==> config.mk <==
export PLATFORM = sky130hd
export DESIGN_NAME = display_scan_ctrl_flat
export DESIGN_NICKNAME = d
export VERILOG_FILES = /design/src/rtl/display_pkg.sv /design/src/rtl/display_scan_ctrl_if.sv /design/src/rtl/display_scan_ctrl_hex_to_sevenseg.sv /design/src/rtl/display_scan_ctrl.sv /design/src/flat_wrapper.sv
export SDC_FILE = /design/constraint.sdc
export NUM_CORES = 1
export LEC_CHECK = 0
export BUFFER_PORTS_ARGS = -buffer_cell sky130_fd_sc_hd__buf_2
export CAP_MARGIN = 15
export CORE_MARGIN = 3
export CORE_UTILIZATION = 40
export DETAILED_ROUTE_END_ITERATION = 12
export GPL_TIMING_DRIVEN = 0
export HOLD_SLACK_MARGIN = 0.02
export PLACE_DENSITY = 0.7
export SLEW_MARGIN = 0
export SYNTH_ARGS = -nofsm -noshare
export SYNTH_HDL_FRONTEND = slang
export SYNTH_SLANG_ARGS = --single-unit
==> constraint.sdc <==
create_clock -name clk -period 4.2 [get_ports clk]
set_clock_uncertainty 0.2 [all_clocks]
set_input_delay 0.84 -clock clk [delete_from_list [all_inputs] [get_ports clk]]
set_output_delay 0.84 -clock clk [all_outputs]
set_load 0.05 [all_outputs]
==> src/rtl/display_pkg.sv <==
// Shared definitions for the multiplexed seven-segment display scanner:
// active-low segment patterns, scan FSM states and a slot-counter width helper.
package display_pkg;

  // Segment order {g,f,e,d,c,b,a}; a 0 lights the segment.
  localparam logic [6:0] SEG_0   = 7'h40;
  localparam logic [6:0] SEG_1   = 7'h79;
  localparam logic [6:0] SEG_2   = 7'h24;
  localparam logic [6:0] SEG_3   = 7'h30;
  localparam logic [6:0] SEG_4   = 7'h19;
  localparam logic [6:0] SEG_5   = 7'h12;
  localparam logic [6:0] SEG_6   = 7'h02;
  localparam logic [6:0] SEG_7   = 7'h78;
  localparam logic [6:0] SEG_8   = 7'h00;
  localparam logic [6:0] SEG_9   = 7'h10;
  localparam logic [6:0] SEG_A   = 7'h08;
  localparam logic [6:0] SEG_B   = 7'h03;
  localparam logic [6:0] SEG_C   = 7'h46;
  localparam logic [6:0] SEG_D   = 7'h21;
  localparam logic [6:0] SEG_E   = 7'h06;
  localparam logic [6:0] SEG_F   = 7'h0E;
  localparam logic [6:0] SEG_OFF = 7'h7F;

  typedef enum logic {ST_DARK, ST_SCAN} scan_state_t;

  function automatic int slot_width(input int num_digits);
    return (num_digits > 1) ? $clog2(num_digits) : 1;
  endfunction

endpackage

==> src/rtl/display_scan_ctrl_if.sv <==
// Bundle between the counter datapath (master) and the display scanner (slave).
interface display_scan_ctrl_if #(
  parameter int NUM_DIGITS = 4
);
  logic                    enable;
  logic                    blank;
  logic [4*NUM_DIGITS-1:0] count;
  logic [NUM_DIGITS-1:0]   dp_in;
  logic [NUM_DIGITS-1:0]   digit_select;
  logic [3:0]              cout;
  logic [6:0]              seg;
  logic                    dp;
  logic                    frame_start;

  modport master (
    output enable, blank, count, dp_in,
    input  digit_select, cout, seg, dp, frame_start
  );

  modport slave (
    input  enable, blank, count, dp_in,
    output digit_select, cout, seg, dp, frame_start
  );
endinterface

==> src/rtl/display_scan_ctrl_hex_to_sevenseg.sv <==
// Combinational hex nibble to active-low seven-segment decoder (A, b, C, d, E, F).
module hex_to_sevenseg
  import display_pkg::*;
(
  input  logic [3:0] nibble,
  output logic [6:0] seg
);
  always_comb begin
    // NOTE: assign a default before the case so no path leaves seg unassigned (no latch).
    seg = SEG_OFF;
    case (nibble)
      4'h0: seg = SEG_0;
      4'h1: seg = SEG_1;
      4'h2: seg = SEG_2;
      4'h3: seg = SEG_3;
      4'h4: seg = SEG_4;
      4'h5: seg = SEG_5;
      4'h6: seg = SEG_6;
      4'h7: seg = SEG_7;
      4'h8: seg = SEG_8;
      4'h9: seg = SEG_9;
      4'hA: seg = SEG_A;
      4'hB: seg = SEG_B;
      4'hC: seg = SEG_C;
      4'hD: seg = SEG_D;
      4'hE: seg = SEG_E;
      4'hF: seg = SEG_F;
      default: seg = SEG_OFF;
    endcase
  end
endmodule

==> src/rtl/display_scan_ctrl.sv <==
// N-digit common-anode display scanner with frame-coherent count snapshot.
// Optional leading-zero suppression is built when LEADING_ZERO_BLANK_EN is defined.
module display_scan_ctrl #(
  parameter int NUM_DIGITS     = 4,
  parameter int CLK_DIV        = 100000,
  parameter int SEL_ACTIVE_LOW = 1
) (
  input logic               clk,
  input logic               reset,
  display_scan_ctrl_if.slave bus
);
  import display_pkg::*;

  localparam int SW = slot_width(NUM_DIGITS);
  localparam int PW = $clog2(CLK_DIV);
  localparam logic [NUM_DIGITS-1:0] SEL_OFF =
    (SEL_ACTIVE_LOW != 0) ? {NUM_DIGITS{1'b1}} : {NUM_DIGITS{1'b0}};

  scan_state_t             state, state_nx;
  logic [PW-1:0]           prescaler, prescaler_nx;
  logic [SW-1:0]           slot, slot_nx;
  logic [4*NUM_DIGITS-1:0] snap_count, snap_count_nx;
  logic [NUM_DIGITS-1:0]   snap_dp, snap_dp_nx;
  logic                    tick, load;
  logic [3:0]              nib;
  logic                    nib_dp;
  logic [NUM_DIGITS-1:0]   hot, sel_nx;
  logic                    suppress;
  logic [6:0]              seg_dec;

  // Prescaler, slot sequencing and snapshot capture.
  always_comb begin
    tick          = bus.enable && (prescaler == PW'(CLK_DIV - 1));
    prescaler_nx  = prescaler;
    state_nx      = state;
    slot_nx       = slot;
    load          = 1'b0;
    if (bus.enable) prescaler_nx = tick ? '0 : prescaler + 1'b1;
    if (tick) begin
      state_nx = ST_SCAN;
      case (state)
        ST_DARK: begin
          slot_nx = '0;
          load    = 1'b1;
        end
        default: begin
          load    = (slot == SW'(NUM_DIGITS - 1));
          slot_nx = load ? '0 : slot + 1'b1;
        end
      endcase
    end
    snap_count_nx = load ? bus.count : snap_count;
    snap_dp_nx    = load ? bus.dp_in : snap_dp;
  end

  // Slot mux: nibble, dp bit and strobe for the slot about to be shown.
  always_comb begin
`ifdef LEADING_ZERO_BLANK_EN
    logic lead;
    lead = 1'b1;
`endif
    nib      = '0;
    nib_dp   = 1'b0;
    hot      = '0;
    suppress = 1'b0;
    for (int i = 0; i < NUM_DIGITS; i++) begin
`ifdef LEADING_ZERO_BLANK_EN
      lead = lead && (snap_count_nx[4*(NUM_DIGITS-1-i) +: 4] == 4'h0)
                  && !snap_dp_nx[NUM_DIGITS-1-i];
`endif
      if (slot_nx == SW'(i)) begin
        nib                   = snap_count_nx[4*(NUM_DIGITS-1-i) +: 4];
        nib_dp                = snap_dp_nx[NUM_DIGITS-1-i];
        hot[NUM_DIGITS-1-i]   = 1'b1;
`ifdef LEADING_ZERO_BLANK_EN
        suppress              = lead && (i != NUM_DIGITS - 1);
`endif
      end
    end
    if (state_nx == ST_DARK || bus.blank || suppress) sel_nx = SEL_OFF;
    else                                               sel_nx = (SEL_ACTIVE_LOW != 0) ? ~hot : hot;
  end

  hex_to_sevenseg u_dec (
    .nibble (nib),
    .seg    (seg_dec)
  );

  always_ff @(posedge clk or posedge reset) begin
    if (reset) begin
      state            <= ST_DARK;
      prescaler        <= '0;
      slot             <= '0;
      snap_count       <= '0;
      snap_dp          <= '0;
      bus.digit_select <= SEL_OFF;
      bus.cout         <= '0;
      bus.seg          <= SEG_OFF;
      bus.dp           <= 1'b1;
      bus.frame_start  <= 1'b0;
    end else begin
      // NOTE: non-blocking assignments so every register samples pre-edge values.
      bus.frame_start <= tick && load;
      if (bus.enable) begin
        state            <= state_nx;
        prescaler        <= prescaler_nx;
        slot             <= slot_nx;
        snap_count       <= snap_count_nx;
        snap_dp          <= snap_dp_nx;
        bus.digit_select <= sel_nx;
        if (tick) begin
          bus.cout <= nib;
          bus.seg  <= seg_dec;
          bus.dp   <= ~nib_dp;
        end
      end
    end
  end
endmodule

==> src/flat_wrapper.sv <==
// flat-port wrapper written by rule: the top's interface ports become plain ports
module display_scan_ctrl_flat import display_pkg::*;
#(
  parameter int NUM_DIGITS     = 4,
  parameter int CLK_DIV        = 100000,
  parameter int SEL_ACTIVE_LOW = 1
)
  (clk, reset, bus_enable, bus_blank, bus_count, bus_dp_in, bus_digit_select, bus_cout, bus_seg, bus_dp, bus_frame_start);
  display_scan_ctrl_if #(.NUM_DIGITS(NUM_DIGITS)) bus_i ();
  input logic clk;
  input logic reset;
  input wire logic [$bits(bus_i.enable)-1:0] bus_enable;
  input wire logic [$bits(bus_i.blank)-1:0] bus_blank;
  input wire logic [$bits(bus_i.count)-1:0] bus_count;
  input wire logic [$bits(bus_i.dp_in)-1:0] bus_dp_in;
  output wire logic [$bits(bus_i.digit_select)-1:0] bus_digit_select;
  output wire logic [$bits(bus_i.cout)-1:0] bus_cout;
  output wire logic [$bits(bus_i.seg)-1:0] bus_seg;
  output wire logic [$bits(bus_i.dp)-1:0] bus_dp;
  output wire logic [$bits(bus_i.frame_start)-1:0] bus_frame_start;
  assign bus_i.enable = bus_enable;
  assign bus_i.blank = bus_blank;
  assign bus_i.count = bus_count;
  assign bus_i.dp_in = bus_dp_in;
  assign bus_digit_select = bus_i.digit_select;
  assign bus_cout = bus_i.cout;
  assign bus_seg = bus_i.seg;
  assign bus_dp = bus_i.dp;
  assign bus_frame_start = bus_i.frame_start;
  display_scan_ctrl #(.NUM_DIGITS(NUM_DIGITS), .CLK_DIV(CLK_DIV), .SEL_ACTIVE_LOW(SEL_ACTIVE_LOW)) u_core (.clk(clk), .reset(reset), .bus(bus_i));
endmodule
* Word-level counts from Yosys, hierarchy flattened
Memories as Yosys holds them, arrays and structs flattened. A register that Yosys moved wholly into a read port is not among the register bits. Index checks and enable logic that the tools add are counted.
Operators by class: reduce and logical (&&, ||, !) cells 5, mux-type cells 22, $add $sub $neg 2, bitwise gates (word level) 3, equality and inequality tests 5
Operators with widths (count):
- 4-bit 2-to-1 mux | 6
- 17-bit by 1-bit adder with 17-bit output (second input constant) | 1
- 17-bit == test (second input constant) | 1
- 17-bit 2-to-1 mux | 1
- 16-bit 2-to-1 mux | 1
- 1-bit 2-to-1 mux | 11
- 2-bit == test (second input constant) | 3
- 2-bit 2-to-1 mux | 3
- 4-bit NOT | 1
- 2-bit by 1-bit adder with 2-bit output (second input constant) | 1
- 2-bit by 1-bit == test with 1-bit output (second input constant) | 1
- 1-bit logical AND | 2
- 2-bit logical NOT | 1
- 1-bit NOT | 2
- 2-bit AND reduction | 1
- 1-bit logical OR | 1
Storage, ports and cells: flip-flop bits (word level) 50, memories kept 1, output and inout bits 17, ROM bits 112
Memories:
- (no name shown) | words 16, width 7, rd ports 1, clocked after Yosys merged registers in 1, wr ports 0, line display_scan_ctrl_hex_to_sevenseg.sv:11 | case (nibble)

* Longest topological paths before layout
Gate-level depths: netlist (run 1).
depth in word-level cells 10, depth in mapped cells 14

* Modules after synthesis
A second synthesis (run 1) with hierarchy kept.
Unflattened totals: cells, all modules 280, area, all modules 2896.5 µm²
Modules (own cells, without submodules):
- display_scan_ctrl | seq. area each 1441.4 µm², cells an instance 249, instances 1, area each 2643.8 µm²
- hex_to_sevenseg | seq. area each 0.0 µm², cells an instance 31, instances 1, area each 252.7 µm²

* Worst setup path before layout (run 1)
No wires, ideal clock.
path kind input to register, from input bus_enable, to register u_core.bus.seg[0], path slack 624 ps, stages 13, arrival time 3284 ps, required time 3909 ps, path through nand3_1 > or3_1 > buf_6 > nor2_4 > buf_6 > mux2_2 > o22ai_1 > a22o_1 > inv_1 > ha_1 > a2111oi_1 > a31o_1 > a211oi_2
On the way: word-level cells in the longest chain between the ends 7
RTL lines:
- from (decl) | line flat_wrapper.sv:12 | input wire logic [$bits(bus_i.enable)-1:0] bus_enable;
- 1-bit logical AND (*) | line display_scan_ctrl.sv:33 | tick = bus.enable && (prescaler == PW'(CLK_DIV - 1));
- 1-bit 2-to-1 mux or 2-bit 2-to-1 mux (tied branches) | line display_scan_ctrl.sv:39 | if (tick) begin
- 16-bit 2-to-1 mux or 2-bit logical NOT (tied branches) | line display_scan_ctrl.sv:52, display_scan_ctrl.sv:71
- 4-bit 2-to-1 mux (3 in series) | line display_scan_ctrl.sv:71 | if (slot_nx == SW'(i)) begin
- 4-bit 2-to-1 mux (*) | line display_scan_ctrl.sv:71
- via u_core.nib[1] | line display_scan_ctrl.sv:25 | logic [3:0] nib;
- to (decl) | line display_scan_ctrl_if.sv:22 | output digit_select, cout, seg, dp, frame_start
Mark *: on every way through the listed nets, which the timed path passes. The rest lies on a longest branch. A chain may end at the register's enable or synchronous reset.

* Worst setup path after layout (run 1)
from register u_core.slot[0], to register u_core.bus.seg[0]
On the way: word-level cells in the longest chain between the ends 9
RTL lines:
- from (decl) | line display_scan_ctrl.sv:21 | logic [SW-1:0] slot, slot_nx;
- from (signal assigned) | line display_scan_ctrl.sv:107 | slot <= slot_nx;
- 2-bit by 1-bit adder with 2-bit output or 2-bit == test (tied branches) | line display_scan_ctrl.sv:48, display_scan_ctrl.sv:47
- 2-bit 2-to-1 mux | line display_scan_ctrl.sv:48 | slot_nx = load ? '0 : slot + 1'b1;
- 2-bit 2-to-1 mux | line display_scan_ctrl.sv:41 | case (state)
- 2-bit 2-to-1 mux | line display_scan_ctrl.sv:39
- 2-bit logical NOT | line display_scan_ctrl.sv:71
- 4-bit 2-to-1 mux (3 in series) | line display_scan_ctrl.sv:71
- 4-bit 2-to-1 mux (*) | line display_scan_ctrl.sv:71
- via u_core.nib[1] | line display_scan_ctrl.sv:25
Marked as above.

==> flow_summary.ini, run 1 <==
[timing]
fin_crit_sh_pct = 92.2
hold_violations = 0
tns_ns = 0
slew_headroom_pct = 60.4
rsz0062_at_grt = no
min_period_ns = 3.87
fmax_mhz = 258
drv_slew = 0
setup_viol = 0
hold-worst-slack_ns = 0.263
worst_pin_slew_ns = 0.593

[worst_setup_path]
cp-start-kind = flop
r2r-start = u_core.slot[0]
end_kind = flop
crit_type = reg -> reg
cp.arrival_ns = 3.93
startpoint = u_core.slot[0]
worstPathRequired_ns = 4.26
cp_max_fo = 10

[global_routing]
grt_pass1_wl_mm = 11.6
grt_pass1_vias = 2454
track_usage_pct = 17.2
grt_max_degree = 31
grt-ovfl-total = 0
antenna_found_initial = 0

[synthesis]
synth.cell_area_um2 = 3050
synth_fp_nets = 326
synth_seq_area_share_pct = 47.2
synthFlopType = dfrtp_1
synth.distinct_cells = 61
synthCells = 294
async_flop_share_pct = 100
ys_ff_latch = 57
avgSynthCellArea_um2 = 10.4
synth_edf_count = 0
ys_warn_count = 0

[routing]
drt_wl_total_mm = 6.68
drt_iter0_drc = 98
route.detailed.drc = 0
routedWlPerCell_um = 14.8
ant_nets = 0
vias_per_cell = 5.27
dr.pass1.iters = 4
vias = 2372

[layout]
drive_above_1_share_pct = 29.9
final_cell_mix = dfrtp_1 (45), buf_2 (41), nand2_1 (33), nor2_1 (28), nand4_1 (16)
layout_commonest_cell = dfrtp_1
fin_nets = 378
fin_cells = 450
diodes = 0
final_core_util_pct = 49.5
syn2layout_area_growth_pct = 18.8

[outcome]
status = completed

[clock_tree]
cts_tree = yes
cts_buffers = 9
cts_max_path_buffers = 2
post_cts_buffers = 0
path_clk_slew_ns = 0.06
postCtsHoldBufs = 0
clk_latency_ns = 0.34
cts_max_level = 3
cts_root_buf = clkbuf_8
cts-resized-gates = 0
clock-sinks = 57

[hold_path]
min_from = u_core.bus.seg[2]
min_path_type = reg -> reg

[pwr]
power_density_nw_per_um2 = 360
p_leak_nw = 1.68
ir_drop_uv = 166

[run]
maxCapViolCount = 0

[placement]
placed_cells = 434
io_buffers = 40
place_hpwl_mm = 4.89
place_congestion = 0.865

[die]
core_region_area_um2 = 7330
die_area_um2 = 8720
rows = 31
ios = 41
initial_core_util_pct = 41.6
die_w_um = 93.4
die_y_um = 93.4
-- worst max-delay path: stages, from the launching register on --
cell and delay (ns):
dfrtp_1 0.46, ha_1 0.22, nand2b_1 0.10, clkbuf_1 0.37, nand4b_1 0.28, nor2_4 0.24
buf_6 0.19, mux2_2 0.35, o22ai_1 0.13, a22o_1 0.29, inv_1 0.14, ha_1 0.22
a2111oi_1 0.36, a31o_1 0.17, a211oi_2 0.07
-- where the power goes --
group          leakage, nW  switching [mW]  total (mW)  internal, mW
clock network        0.115           0.221       0.585         0.364
registers            0.735          0.0405       0.621         0.580
logic                0.833          0.0524      0.0985        0.0461
total                 1.68           0.314        1.30         0.990
-- sequential cells by signal (all words and copies together), names as in the netlist --
register and count:
u_core.slot 2, u_core.bus.frame_start 1, u_core.bus.seg 7, u_core.state 1, u_core.snap_dp 4, u_core.bus.dp 1, u_core.bus.digit_select 4, u_core.bus.cout 4
u_core.snap_count 16, u_core.prescaler 17
-- final cells by class --
type                       count  area [um^2]
buffer                        11         68.8
tap                           99          124
fill                         685         3700
timing repair buffer          41          220
sequential                    57         1440
clock buffer                  11          151
clock inverter                 5         77.6
multi-input combinational    216         1510
inverter                      10         37.5
-- cell usage after synthesis, types with 4 or more instances --
library cell  count  share of area [%]
dfrtp_1          45                 37
nand2_1          33                4.1
nor2_1           28                3.4
nand4_1          16                3.3
o21ai_0          14                2.3
dfstp_2          12                 10
mux2_2           12                4.4
inv_1            10                1.2
ha_1              8                3.3
mux2i_1           8                2.6
xnor2_1           7                2.0
xor2_1            7                2.0
nand3_1           6               0.98
a21oi_1           5               0.82
clkbuf_1          5               0.61
or3_1             5                1.0
a31oi_1           4               0.82
nor2b_1           4               0.82
nor3_1            4               0.66
o21ai_1           4               0.66
-- path summary, 6_finish.rpt --
check                               endpoint  slack, ns  depth (start not counted)
hold / removal             u_core.bus.seg[2]       0.26                          2
hold reg to reg            u_core.bus.seg[2]       0.26                          2
setup reg to reg           u_core.bus.seg[0]       0.33                         14
min in group asynchronous     u_core.slot[0]       0.36                          2
max in group asynchronous  u_core.bus.seg[6]       2.81                          3
setup / recovery           u_core.bus.seg[0]       0.33                         14
-- routing by layer --
layer  track usage (%)  vias up  share of wire (%)
met5                 0        -                  0
met1              22.3     1146                 45
li1                  -     1161                  -
met3              6.03       11                6.1
met4              8.30        0                2.4
met2              25.6       54                 47
-- cell families (layout without fill, tap and decap cells) --
group | Yosys count | after routing | share of synthesized area, %
DFF | 57 | 57 | 47.2
adders and majority gates | 8 | 8 | 3.28
and+or+nand+nor | 119 | 119 | 21.0
xor gates and xnor gates | 14 | 14 | 4.02
AOI/OAI and AO/OA | 54 | 54 | 13.2
muxes | 21 | 21 | 7.79
buffers and inverters | 21 | 78 | 3.48
-- per-stage QoR --
stage	setup WS, ns	power [mW]	instance area [um^2]
4_1_cts	0.332	1.32	3630
6_report	0.329	1.30	3630
3_3_place_gp	0.0945	0.720	3380
2_1_floorplan	0.624	0.688	3050
3_5_place_dp	0.0781	0.726	3400
5_1_grt	0.0918	1.37	3630
Power figures use the tool's default switching activity.
==> run 2, diff against run 1 <==
Settings changed: ABC_AREA set to 1.
==> run 2 against run 1 <==
Sequential share of layout area decreased by 2.3 points; sequential power up 3%; design area up 6.3%; wire length increased by 12%; non-clock buffer count down 7; total power rose by 6.8%; critical endpoint is now u_core.bus.seg[3]; largest power group unchanged; highest routed layer unchanged.
==> flow_summary.ini, run 2 <==
[outcome]
status = completed

[layout]
top_regs = u_core.prescaler x17, u_core.snap_count x16, u_core.bus.seg x7
max_flop_register = u_core.prescaler
fin_nets = 482
fin_cells = 557
drive_above_1_share_pct = 27.0
largest_reg_flops = 17
diodes = 0
layout_commonest_cell = nand2_1
final_cell_mix = nand2_1 (108), inv_1 (47), dfrtp_1 (45), buf_2 (41), nor2_1 (35)
syn2layout_area_growth_pct = 17.6

[timing]
fmax_mhz = 306
setup_viol = 0
worst_pin_slew_ns = 0.519
slew_headroom_pct = 65.4
fin_crit_sh_pct = 77.8
drv_slew = 0
hold_violations = 0
tns_ns = 0
rsz0062_at_grt = no
min_period_ns = 3.27

[pwr]
switching_power_mw = 0.379
ir_drop_uv = 162
power_density_nw_per_um2 = 361
p_int_mw = 1.01
share_comb_of_total_power_pct = 12.2
p_clk_share_pct = 42.1
swShare_pct = 27.2
seq_power_share_pct = 45.7
p_leak_nw = 2.03

[synthesis]
synth_fp_nets = 430
synth_top_area_cell = dfrtp_1
yosysTopAreaCellShare_pct = 34.4
synth_top_family_by_area = simple AND/OR/NAND/NOR gates
async_flop_share_pct = 100
yosys.area_share.xor_xnor_pct = 1.60
synth_seq_area_share_pct = 44.0
synth_mux_area_share_pct = 0
synthCells = 398
yosys.area_share.simple_pct = 38.7
synth_area_leaders = dfrtp_1 (34%), nand2_1 (12%), dfstp_2 (9.6%), inv_1 (5.5%), nor2_1 (4.0%)
avgSynthCellArea_um2 = 8.23
synth_compound_area_share_pct = 5.73
synth.distinct_cells = 39
ys_warn_count = 0
yosysMostFrequentCell = nand2_1
synthFlopType = dfrtp_1
ys_ff_latch = 57
synth_edf_count = 0
yosys-top-cells-count = nand2_1 (108), inv_1 (48), dfrtp_1 (45), nor2_1 (35), nand3_1 (21)
synth_fa_ha_area_share_pct = 3.05
synth.cell_area_um2 = 3280

[routing]
drt_wl_total_mm = 7.47
dr.pass1.iters = 4
routedWlPerCell_um = 13.4
ant_nets = 0
drt_iter0_drc = 119
vias_per_cell = 4.88
vias = 2719
route.detailed.drc = 0

[die]
core_region_area_um2 = 7850
rows = 32
die_area_um2 = 9310
die_y_um = 96.5
initial_core_util_pct = 41.8
ios = 41
die_w_um = 96.5

[clock_tree]
clk_latency_ns = 0.34
postCtsHoldBufs = 0
cts_max_level = 3
cts_max_path_buffers = 2
cts_root_buf = clkbuf_8
post_cts_buffers = 0
path_clk_slew_ns = 0.07
cts-resized-gates = 0
clock-sinks = 57
cts_tree = yes
cts_buffers = 9

[worst_setup_path]
r2r-start = u_core.prescaler[12]
cp_max_fo = 8
crit_type = in -> reg
end_kind = flop
cp.arrival_ns = 3.34
ff2ff_path_depth = 19
cp-start-kind = primary input
reg2reg_slack_ns = 1.01
worstPathRequired_ns = 4.27
worstReg2RegEnd = u_core.bus.seg[3]

[hold_path]
holdPathEnd = u_core.bus.seg[6]
whs_path_depth = 2
min_path_type = reg -> reg
min_from = u_core.bus.seg[6]

[global_routing]
track_usage_pct = 18.4
grt_pass1_vias = 2744
grt_pass1_wl_mm = 13.1
antenna_found_initial = 0
grt_max_degree = 42
grt-ovfl-total = 0

[placement]
place_hpwl_mm = 5.60
io_buffers = 40
placed_cells = 541
place_congestion = 0.860

[run]
maxCapViolCount = 0
run 2: stage by stage:
| step | worst slack (ns) | power [mW] | hold WS, ns | cell area, um^2 | utilization, % |
|---|---|---|---|---|---|
| 2_1_floorplan | 1.29 | 0.765 | 0.238 | 3280 | - |
| 3_3_place_gp | 0.678 | 0.803 | 0.256 | 3600 | 45.9 |
| 3_5_place_dp | 0.654 | 0.813 | 0.255 | 3620 | 46.2 |
| 4_1_cts | 0.956 | 1.40 | 0.267 | 3850 | 49.1 |
| 5_1_grt | 0.693 | 1.46 | 0.291 | 3850 | 49.1 |
| 6_report | 0.932 | 1.39 | 0.265 | 3850 | 49.1 |
run 2: layer usage:
metal	GRT usage (%)	part of all wire, %	up-vias	wire [um]
met4	9.11	3.2	0	239
met3	4.18	5.0	18	376
li1	-	-	1377	-
met2	28.7	46	60	3420
met1	24.0	46	1264	3440
met5	0	0	-	0
run 2: kinds of logic (layout without fill, tap and decap cells):
kind of cell / count (synthesis) / in the layout
and+or+nand+nor: 233 / 233
buffers and inverters: 59 / 116
DFF: 57 / 57
AOI/OAI and AO/OA: 35 / 35
adders and majority gates: 8 / 8
xor gates and xnor gates: 6 / 6
run 2: area by class of cell:
class	count	area, um^2
Inverter	55	211
Tap cell	102	128
Clock buffer	11	151
Buffer	4	16.3
Clock inverter	5	77.6
Fill cell	785	3990
Sequential cell	57	1440
Timing Repair Buffer	41	220
Multi-Input combinational cell	282	1610
run 2: power by group through the flow:
stage | logic, mW | registers (mW) | clock network, mW
final | 0.170 | 0.637 | 0.586
after global routing | 0.196 | 0.641 | 0.620
after CTS | 0.171 | 0.635 | 0.595
after detailed placement | 0.168 | 0.645 | 0
after global placement | 0.160 | 0.643 | 0
after floorplan | 0.127 | 0.638 | 0
run 2: worst max-delay path, cell delays in order:
cell and delay [ns]:
buf_2 0.14, nand3_4 0.15, nor2_8 0.23, nand3_4 0.18, nand2_4 0.13, nand2_8 0.10, nand2_4 0.10, inv_1 0.07
nand2_1 0.12, nand3_1 0.08, nor2_1 0.38, ha_1 0.33, inv_1 0.06, nand3_1 0.07, nand2_1 0.07, nand2_1 0.05
nand2_1 0.08, nand2_1 0.07, nand2_1 0.07
run 2: worst max-delay path by stage:
stage	end	start	slack [ns]
floorplan	u_core.bus.seg[3]	bus_enable	1.29
global placement	u_core.bus.seg[3]	bus_enable	0.68
detailed placement	u_core.bus.seg[3]	bus_enable	0.65
CTS	u_core.bus.seg[3]	bus_enable	0.96
global route	u_core.bus.seg[3]	bus_enable	0.69
finish	u_core.bus.seg[3]	bus_enable	0.93
==> run 3, diff against run 2 <==
Settings changed: PLACE_DENSITY 0.7 to 0.72.
Clock period 4.2 ns to 3 ns, I/O delays scaled along.
==> run 3 against run 2 <==
Total power rose by 31%; largest cell class unchanged; non-clock buffer count rose by 5; largest power group unchanged; design area grew 1.6%; setup slack worse by 0.75 ns; core utilization increased by 0.78 points; via count increased by 2.0%; sequential cell count did not move; clock power is 15% higher; wire length grew 1.3%.
==> flow_summary.ini, run 3 (same netlist as run 2, synthesis figures left out) <==
[pwr]
share_comb_of_total_power_pct = 13.7
p_clk_share_pct = 36.9
swShare_pct = 29.3
power_mw = 1.83
p_leak_nw = 2.05
seq_power_share_pct = 49.4
p_int_mw = 1.29
ir_drop_uv = 216
power_density_nw_per_um2 = 467
switching_power_mw = 0.535

[worst_setup_path]
path_delay_family = simple AND/OR/NAND/NOR gates
r2r-start = u_core.prescaler[12]
path_buf_inv = 2
cp-start-kind = flop
cp_max_fo = 8
end_kind = flop
crit_chain = nor2_4 > nand2_2 > nor2_8 > nand3_4 > nand2_4 > nand2_8 > nand2_4 > inv_1 > nand2_1 > nand3_1 > nor2_4 > inv_1 > ha_1 > nand4_1 > nand2_1 > nand2_1 > nand2_1 > nand2_1 > nand2_1
cp.arrival_ns = 2.88
critPathMostFrequentCell = nand2_1
slowest_stage = dfrtp_1
slowest_delay_ns = 0.44
crit_type = reg -> reg
worstPathRequired_ns = 3.07
startpoint = u_core.prescaler[12]

[routing]
routedWlPerCell_um = 13.5
ant_nets = 0
vias_per_cell = 4.94
dr.pass1.iters = 4
drt_wl_total_mm = 7.57
drt_iter0_drc = 173
route.detailed.drc = 0
vias = 2773

[timing]
fin_crit_sh_pct = 93.8
worst_pin_slew_ns = 0.478
slew_headroom_pct = 68.1
hold_violations = 0
setup_viol = 0
fmax_mhz = 355
layout_setup_ws_ns = 0.185
drv_slew = 0
min_period_ns = 2.81
hold-worst-slack_ns = 0.0252

[clock_tree]
cts_buffers = 9
cts_max_path_buffers = 2
cts_max_level = 3
cts_tree = yes
clk_latency_ns = 0.33
cts_root_buf = clkbuf_8
postCtsHoldBufs = 0
clock-sinks = 57
path_clk_slew_ns = 0.07

[layout]
max_flop_register = u_core.prescaler
final_area_um2 = 3920
diodes = 0
fin_nets = 487
layout_commonest_cell = nand2_1
syn2layout_area_growth_pct = 19.5
final_core_util_pct = 49.9
top_regs = u_core.prescaler x17, u_core.snap_count x16, u_core.bus.seg x7
largest_reg_flops = 17
final_cell_mix = nand2_1 (106), inv_1 (44), dfrtp_1 (43), buf_2 (40), nor2_1 (31)
drive_above_1_share_pct = 30.3

[placement]
place_ws_ns = -0.295
io_buffers = 40
place_hpwl_mm = 5.62
placed_area_um2 = 3620
place_congestion = 0.856

[outcome]
status = completed

[die]
ios = 41
die_y_um = 96.5
rows = 32
die_area_um2 = 9310
initial_core_util_pct = 41.8
die_w_um = 96.5
core_region_area_um2 = 7850

[global_routing]
grt-ovfl-total = 0
grt_max_degree = 44
grt_pass1_vias = 2656
grt_pass1_wl_mm = 12.6
track_usage_pct = 17.7
antenna_found_initial = 0

[run]
maxCapViolCount = 0

[hold_path]
min_path_type = in -> async
==> run 3: routing by layer <==
layer  global-route usage [%]  share of wire (%)  up-vias
met1                     23.3                 44     1308
met4                     5.72               0.91        0
met2                     28.9                 49       69
met5                        0                  0        -
li1                         -                  -     1387
met3                     4.03                5.7        9
==> run 3: what timing repair did <==
item	4_1_cts	5_1_grt
pin swaps	0	4
resized for setup	2	22
endpoints found under the setup margin	4	7
setup buffers	0	5
cloned	0	0
==> run 3: through the flow <==
stage                     instances  setup TNS [ns]
after global routing            561        -0.00250
after global placement          540           -1.27
after detailed placement        541           -1.36
after floorplan                 398               0
final                           561               0
after CTS                       556               0
==> run 3: path summary, 6_finish.rpt <==
check / end / slack [ns] / depth (start not counted)
worst max register to register: u_core.bus.seg[3] / 0.19 / 19
worst min-delay path: u_core.prescaler[0] / 0.03 / 2
worst max-delay path: u_core.bus.seg[3] / 0.19 / 19
worst min register to register: u_core.bus.seg[2] / 0.27 / 2
min in group clk: u_core.bus.seg[2] / 0.27 / 2
max in group asynchronous: u_core.bus.digit_select[3] / 1.96 / 3
==> run 3: final cells by class <==
class / count / area (um^2)
clock buffers: 11 / 131
repair buffers: 46 / 258
plain buffers: 4 / 18.8
inverters: 55 / 216
well taps: 102 / 128
clock inverters: 4 / 45.0
flip-flops and latches: 57 / 1440
multi-input cells: 282 / 1670
fillers: 788 / 3930
==> run 3: worst reg2reg max path, cell delays in order, from the launching register on <==
cell and delay (ns):
dfrtp_1 0.44, nor2_4 0.17, nand2_2 0.10, nor2_8 0.17
nand3_4 0.15, nand2_4 0.11, nand2_8 0.09, nand2_4 0.10
inv_1 0.07, nand2_1 0.08, nand3_1 0.12, nor2_4 0.23
inv_1 0.12, ha_1 0.20, nand4_1 0.13, nand2_1 0.07
nand2_1 0.05, nand2_1 0.06, nand2_1 0.06, nand2_1 0.04
==> run 3: power by group through the flow <==
stage / Combinational (mW) / Sequential [mW] / Clock (mW)
floorplan: 0.178 / 0.893 / 0
global placement: 0.224 / 0.900 / 0
detailed placement: 0.240 / 0.901 / 0
CTS: 0.240 / 0.890 / 0.685
global route: 0.281 / 0.912 / 0.730
finish: 0.251 / 0.903 / 0.674
